File: src/rtl/write_buffered_pkg.sv
// Shared types and constants for the buffered write-back stage.
package write_buffered_pkg;

   localparam int unsigned REG_COUNT  = 16;
   localparam int unsigned DATA_W     = 32;
   localparam int unsigned FLAG_W     = 4;
   localparam int unsigned SB_ENTRIES = 4;

   localparam int unsigned PC_IDX    = REG_COUNT - 1;
   localparam int unsigned FLAGS_IDX = REG_COUNT - 2;

   typedef logic [DATA_W-1:0]         regval_t;
   typedef regval_t [REG_COUNT-1:0]   regfile_t;

   localparam regfile_t ZeroRegFile = '0;

   typedef struct packed {
      regval_t addr;
      regval_t data;
   } store_entry_t;

endpackage

File: src/rtl/write_buffered_store_fifo.sv
// Posted store buffer: power-of-two deep FIFO with free-running wrap pointers.
module write_buffered_store_fifo
   import write_buffered_pkg::*;
#(
   parameter int unsigned DEPTH = SB_ENTRIES
) (
   input  logic                         clock,
   input  logic                         reset,
   input  logic                         push,
   input  store_entry_t                 push_entry,
   input  logic                         pop,
   output store_entry_t                 head_entry,
   output logic                         full,
   output logic                         empty,
   output logic [$clog2(DEPTH+1)-1:0]   count
);

   localparam int unsigned PW = $clog2(DEPTH);
   localparam int unsigned CW = $clog2(DEPTH + 1);

   store_entry_t  mem [DEPTH];
   logic [PW-1:0] head;
   logic [PW-1:0] tail;

   // Entry storage needs no reset; validity is tracked by count
   always_ff @(posedge clock) begin
      if (push) mem[tail] <= push_entry;
   end

   always_ff @(posedge clock) begin
      if (reset) begin
         head  <= '0;
         tail  <= '0;
         count <= '0;
      end else begin
         if (push) tail <= tail + PW'(1);
         if (pop)  head <= head + PW'(1);
         count <= count + CW'(push) - CW'(pop);
      end
   end

   assign head_entry = mem[head];
   assign full       = (count == CW'(DEPTH));
   assign empty      = (count == '0);

endmodule

File: src/rtl/write_buffered.sv
// Write-back stage: commits results to the register file, updates the PC and
// posts stores into a small buffer so only a full buffer stalls the pipeline.
module write_buffered
   import write_buffered_pkg::*;
#(
   parameter int unsigned NR        = REG_COUNT,
   parameter int unsigned W         = DATA_W,
   parameter int unsigned FLAG_BITS = FLAG_W,
   parameter int unsigned SB_DEPTH  = SB_ENTRIES
) (
   input  logic                          clock,
   input  logic                          reset,
   input  logic                          in_valid,
   output logic                          in_hold,
   input  logic [W-1:0]                  in_pc,
   input  logic [W-1:0]                  in_next_pc,
   input  logic [$clog2(NR)-1:0]         in_target,
   input  logic [W-1:0]                  in_value,
   input  logic [W-1:0]                  in_upper_value,
   input  logic                          in_has_upper,
   input  logic                          in_is_store,
   input  logic [W-1:0]                  in_adjust,
   input  logic [FLAG_BITS-1:0]          in_flags,
   input  logic                          in_flushed,
   input  logic [NR*W-1:0]               regs_in,
   output logic [NR*W-1:0]               regs_out,
   output logic                          flushed_out,
   output logic                          mem_req,
   output logic [W-1:0]                  mem_addr,
   output logic [W-1:0]                  mem_data,
   input  logic                          mem_ack,
   output logic                          fb_valid,
   output logic [$clog2(NR)-1:0]         fb_index,
   output logic [W-1:0]                  fb_value,
   output logic [W-1:0]                  fb_upper_value,
   output logic                          fb_has_upper,
   output logic [$clog2(SB_DEPTH+1)-1:0] sb_count,
   output logic                          sb_empty
);

   localparam int unsigned IW = $clog2(NR);

   regfile_t     regs_in_w;
   regfile_t     regs_q;
   regfile_t     regs_d;
   logic         flushed_d;
   logic         commit;
   logic         push;
   logic         pop;
   logic         full;
   logic         empty;
   regval_t      base;
   store_entry_t push_entry;
   store_entry_t head_entry;

   assign regs_in_w = regs_in;
   assign in_hold   = in_valid && in_is_store && full && !mem_ack;
   assign commit    = in_valid && !in_hold;
   assign push      = commit && in_is_store;
   assign pop       = mem_ack && !empty;

   // Store base: r0 reads as zero, the PC base is the instruction's own PC
   always_comb begin
      base = regs_in_w[in_target];
      if (in_target == '0)
         base = '0;
      else if (in_target == IW'(PC_IDX))
         base = in_pc;
   end

   assign push_entry = '{addr: base + in_adjust, data: in_value};

   always_comb begin
      regs_d    = regs_q;
      flushed_d = 1'b0;
      if (commit) begin
         regs_d    = regs_in_w;
         flushed_d = in_flushed;
         if (!in_is_store) begin
            regs_d[in_target] = in_value;
            if (in_has_upper && (int'(in_target) < int'(NR) - 1))
               regs_d[in_target + IW'(1)] = in_upper_value;
            if (in_target != IW'(FLAGS_IDX))
               regs_d[FLAGS_IDX][W-2 -: FLAG_BITS] = in_flags;
         end
         regs_d[PC_IDX] = (!in_is_store && in_target == IW'(PC_IDX)) ? in_value : in_next_pc;
         regs_d[0]      = '0;
      end
   end

   always_ff @(posedge clock) begin
      if (reset) begin
         regs_q      <= ZeroRegFile;
         flushed_out <= 1'b0;
      end else begin
         regs_q      <= regs_d;
         flushed_out <= flushed_d;
      end
   end

   assign regs_out = regs_q;

   write_buffered_store_fifo #(
      .DEPTH (SB_DEPTH)
   ) u_store_fifo (
      .clock      (clock),
      .reset      (reset),
      .push       (push),
      .push_entry (push_entry),
      .pop        (pop),
      .head_entry (head_entry),
      .full       (full),
      .empty      (empty),
      .count      (sb_count)
   );

   assign mem_req  = !empty;
   assign mem_addr = head_entry.addr;
   assign mem_data = head_entry.data;
   assign sb_empty = empty;

   // Operand forwarding straight from the execute result
   assign fb_valid       = in_valid && !in_is_store && !in_hold;
   assign fb_index       = in_target;
   assign fb_value       = in_value;
   assign fb_upper_value = in_upper_value;
   assign fb_has_upper   = in_has_upper;

endmodule
File: config.mk
export PLATFORM = sky130hd
export DESIGN_NAME = write_buffered
export DESIGN_NICKNAME = d
export VERILOG_FILES = /design/src/rtl/write_buffered_pkg.sv /design/src/rtl/write_buffered_store_fifo.sv /design/src/rtl/write_buffered.sv
export SDC_FILE = /design/constraint.sdc
export NUM_CORES = 2
export LEC_CHECK = 0
export ABC_CLOCK_PERIOD_IN_PS = 9100
export CORE_AREA = 2 2 523 525
export DETAILED_ROUTE_END_ITERATION = 16
export DIE_AREA = 0 0 525 527
export GPL_TIMING_DRIVEN = 0
export PLACE_DENSITY = 0.44
export SLEW_MARGIN = 20
export SYNTH_ARGS = -nofsm -noshare
export SYNTH_HDL_FRONTEND = slang
export SYNTH_SLANG_ARGS = --single-unit
File: constraint.sdc
create_clock -name clock -period 9.1 [get_ports clock]
set_input_delay 0.91 -clock clock [delete_from_list [all_inputs] [get_ports clock]]
set_output_delay 0.91 -clock clock [all_outputs]
set_load 0.03 [all_outputs]
; Word level (Yosys, flattened, before mapping)
; Memory sizes are Yosys's and may differ from the RTL's. A register that Yosys moved wholly into a read port is not among the register bits.
; Index checks and enable logic that the tools add are counted.
; W data, S select, Z words.
[word_totals]
regBits = 488
ramBits = 256
out_inout_bits = 653
memories = 1
[mem_list]
columns = memory, depth, word_bits, read_ports, rd_ports_with_merged_regs, write_ports, line
row1 = u_store_fifo.mem, 4, 64, 1, 1, 1, write_buffered_store_fifo.sv:21  ; store_entry_t mem [DEPTH];
[classes]
n_addsub = 6
order_cmp = 5
n_eq_ne = 3
mux = 18
bitwise_logic = 1
n_reduce_logical = 19
[ops]
columns = cell, n
row1 = $bwmux W512, 2
row2 = $mux W480, 2
row3 = $demux W32 S4, 2
row4 = $mux W32, 6
row5 = $bmux W32 S4, 1
row6 = $add A32 B32 Y32, 1
row7 = $logic_and A1 B1 Y1, 12
row8 = $lt A4 B5 Y1 const B, 2
row9 = $ge A4 B1 Y1 const B, 2
row10 = $add A2 B1 Y2 const B, 2
row11 = $add A4 B1 Y4 const B, 1
row12 = $eq A4 B4 Y1 const B, 1
row13 = $logic_not A1 Y1, 4
row14 = $logic_not A4 Y1, 1
row15 = $lt A4 B4 Y1 const B, 1
row16 = $mux W2, 2
row17 = $mux W4, 1
row18 = $ne A4 B4 Y1 const B, 1
row19 = $add A3 B1 Y3, 1
row20 = $eq A3 B3 Y1 const B, 1
row21 = $logic_not A3 Y1, 1
row22 = $sub A3 B1 Y3, 1
row23 = $mux W1, 2
row24 = $reduce_or A2 Y1, 1
row25 = $not A1 Y1, 1

; Logic depth before layout (Yosys ltp)
[depth]
depth_word = 9
depth_mapped = 19

; By module
; A second synthesis with hierarchy kept.
[unflattened]
hier_cells = 4464
area_unflattened_um2 = 43838.3
[by_module_without_submodules]
columns = module, instances, cells_per_inst, area_per_inst_um2
row1 = write_buffered, 1, 4088, 34088.9
row2 = write_buffered_store_fifo, 1, 376, 9749.4

; Worst setup path before layout
; Ideal clock, no wire load.
[synth_timing]
path_type = input -> register
start = in in_target[0]
end = mem u_store_fifo.mem[0][62] in the netlist's numbering, data pin
arrival_time_ns = 4.496
t_required_ns = 8.824
slack_ns = 4.327
stages = 17
path_buffers = 3
cell_sequence = buf_2 -> buf_4 -> buf_2 -> mux4_2 -> mux4_2 -> o211a_1 -> ha_1 -> inv_1 -> fa_1 -> and2b_1 -> o2111ai_2 -> a211oi_2 -> o211ai_1 -> a21boi_2 -> a221oi_2 -> o21ai_0 -> xor2_1
[synth_lines]
columns = item, line
row1 = start: declaration, write_buffered.sv:17  ; input logic [$clog2(NR)-1:0] in_target,
row2 = end: declaration, write_buffered_store_fifo.sv:21

==> results.toml <==
[run_status]
status = "completed"

[power_and_ir_drop]
p_leak_nw = 23.0
pwr-share-clk_pct = 34.8
power_frac_seq_pct = 30.8
powerDensity_nw_per_um2 = 196
power.internal_mw = 7.86
pwr-share-comb_pct = 34.4
sw_frac_of_total_pct = 38.1
ir_drop_mv = 0.158
power_switching_mw = 4.83

[timing]
finalSetupViolations = 0
max_slew_margin_pct = 19.0
period_needed_ns = 7.24
fin_tns_setup_ns = 0
skew_ns = 0.0484
final_max_slew_viol_count = 0
fin_crit_sh_pct = 79.6
finalHoldViolations = 0
fmax_ghz = 0.138
tightest_slew_ns = 1.21
rsz0062_at_grt = "no"

[synthesis]
yosysUniqueCellTypes = 58
synthFlopType = "dfxtp_1"
synth.area.top_cells = "dfxtp_1, edfxtp_1, mux2i_1, a222oi_1, mux4_2"
netlist.area_leader.share_pct = 22.8
syn_inst = 4340
ys_seq_area_share_pct = 40.7
synth_warnings = 0
synth.avg_cell_area_um2 = 9.90
yosysTopAreaCell = "dfxtp_1"
synth_seq_cells = 746
syn_area_um2 = 43000
synth_edf_count = 256
synthArstFlopShare_pct = 0

[clock_network]
cts_tree = "built"
holdBufCountCts = 0
clk_latency_ns = 0.81
root_buffer = "clkbuf_16"
clock_sinks = 746
cts_post_setup_buffers_inserted = 0
numCtsBuffers = 101
cts_buffer_depth = 3
path_clk_slew_ns = 0.05
cts_resized = 0
htree_levels = 3

[die]
die_y_um = 527
dieArea_um2 = 277000
core_area_um2 = 272000
die_x_um = 525
start_util_pct = 15.8
io_pins = 1340
num_rows = 192

[setup_path]
crit_start = "in_target[1]"
r2r_cells = 7
timing.rr.end = "regs_out[359]"
r2r_setup_slack_ns = 4.80
crit_path_max_fanout = 10
crit_path_end = "u_store_fifo.mem[1][51]"
cp.arrival_ns = 7.80
endpoint_kind = "flip-flop"
worstPathRequired_ns = 9.65
reg2reg_from = "u_store_fifo.count[0]"
criticalPathCategory = "input pin to flip-flop"
cp-start-kind = "input pin"

[grt]
grt-ovfl-total = 0
busiest_layer = "met2"
gr-usage-met2_pct = 49.4
grt_usage_pct = 29.3
grt_pass1_vias = 46000
grt_max_degree = 38
antenna_found_initial = 219
grt_pass1_wl_mm = 523
grt.met1_usage_pct = 33.2
use_met3_pct = 9.27

[placement]
port_buffers = 1279
placedCellCount = 9258
gp_congestion = 0.947
place_hpwl_mm = 359
place_area_um2 = 60800

[detailed_routing]
wl_per_cell_um = 44.4
routed_via_density = 5.10
drt_iter0_drc = 7546
ant_nets = 0
num_vias = 48700
wl_mm = 424
drtPass1Iterations = 13
drc = 0

[cells_and_area]
drive_above_1_share_pct = 11.4
instances_no_fill = 9546
layout_common_cells = "clkdlybuf4s50_1, nor2_1, dfxtp_1"
final_common_cell = "clkdlybuf4s50_1"
final_core_util_pct = 23.8
stdcell_area_um2 = 64600
nFillCells = 29300
nets = 6499
syn_to_final_growth_pct = 50.4

[hold_path]
hp-class = "flip-flop to flip-flop"
hold_depth = 2

[job]
drv_cap = 0
==> layout make-up <==
cell class	count	area, um^2	share of cell area, %
Sequential cell	746	17500	27.1
Inverter	19	71.3	0.110
Buffer	587	2840	4.40
Antenna cell	98	245	0.379
Multi-Input combinational cell	3019	22800	35.3
Clock inverter	65	826	1.28
Clock buffer	124	2710	4.19
Timing Repair Buffer	1299	13200	20.4
Tap cell	3589	4490	6.95
==> cells by family after synthesis <==
kind of cell,count (synthesis),synth area share (%)
fa+ha+maj,39,1.17
mux,673,21.4
xor+xnor,34,0.693
simple gates,1110,10.2
other cells,1,0.00872
compound gates,1131,19.2
flops,746,40.7
buf+inv,606,6.66
==> worst max-delay path, stage by stage <==
cell,delay [ns]
clkdlybuf4s50_1,0.80
buf_2,0.36
buf_2,0.62
buf_2,0.68
mux4_2,0.47
mux4_2,0.65
o211a_1,0.20
ha_1,0.37
o21ai_0,0.16
o21ai_0,0.27
a21boi_0,0.19
o21ai_0,0.77
a31oi_1,0.33
o21ai_0,0.44
a21oi_1,0.16
xnor2_1,0.33
==> stage by stage <==
step / worst slack [ns] / hold slack (ns) / power [mW]
2_1_floorplan: 4.33 / 0.485 / 5.95
3_3_place_gp: 0.128 / 0.451 / 8.28
3_5_place_dp: 1.14 / 0.458 / 8.32
4_1_cts: 1.99 / 0.467 / 12.7
5_1_grt: 1.62 / 0.483 / 13.0
6_report: 1.86 / 0.462 / 12.7
==> cell usage after synthesis, types with 81 or more instances <==
cell type and count:
clkbuf_1 347, a222oi_1 444, buf_2 81, edfxtp_1 256, mux2i_1 476, mux4_2 196
o21ai_0 101, dfxtp_1 490, nor2_1 952, buf_4 124, a21oi_1 486, nand2_1 87
==> state kept, by name, summed over array words and instances (netlist names), named ones only <==
| name | flops |
|---|---|
| regs_out | 480 |
| u_store_fifo.mem | 256 |
| u_store_fifo.count | 3 |
| u_store_fifo.head | 2 |
| u_store_fifo.tail | 2 |
| flushed_out | 1 |
==> power groups by stage <==
stage | Sequential (mW) | Combinational [mW] | Clock (mW)
after floorplan | 4.24 | 1.71 | 0
after detailed placement | 3.97 | 4.34 | 0
after global routing | 3.92 | 4.52 | 4.57
after CTS | 3.90 | 4.36 | 4.49
after global placement | 3.97 | 4.31 | 0
final | 3.91 | 4.37 | 4.41
==> layer usage <==
metal / wire, um / vias to the layer above / share of wire [%]
met4: 22700 / 64 / 5.4
met2: 202000 / 3441 / 48
met1: 157000 / 24800 / 37
li1: - / 19600 / -
met5: 416 / - / 0.098
met3: 41300 / 736 / 9.8
==> worst min-delay path by stage <==
stage,to,start
2_1_floorplan,flip-flop,u_store_fifo.head[1]
3_3_place_gp,regs_out[475],regs_out[475]
3_5_place_dp,regs_out[477],regs_out[477]
4_1_cts,regs_out[475],regs_out[475]
5_1_grt,regs_out[476],regs_out[476]
6_report,regs_out[476],regs_out[476]
Power figures use the tool's default switching activity.
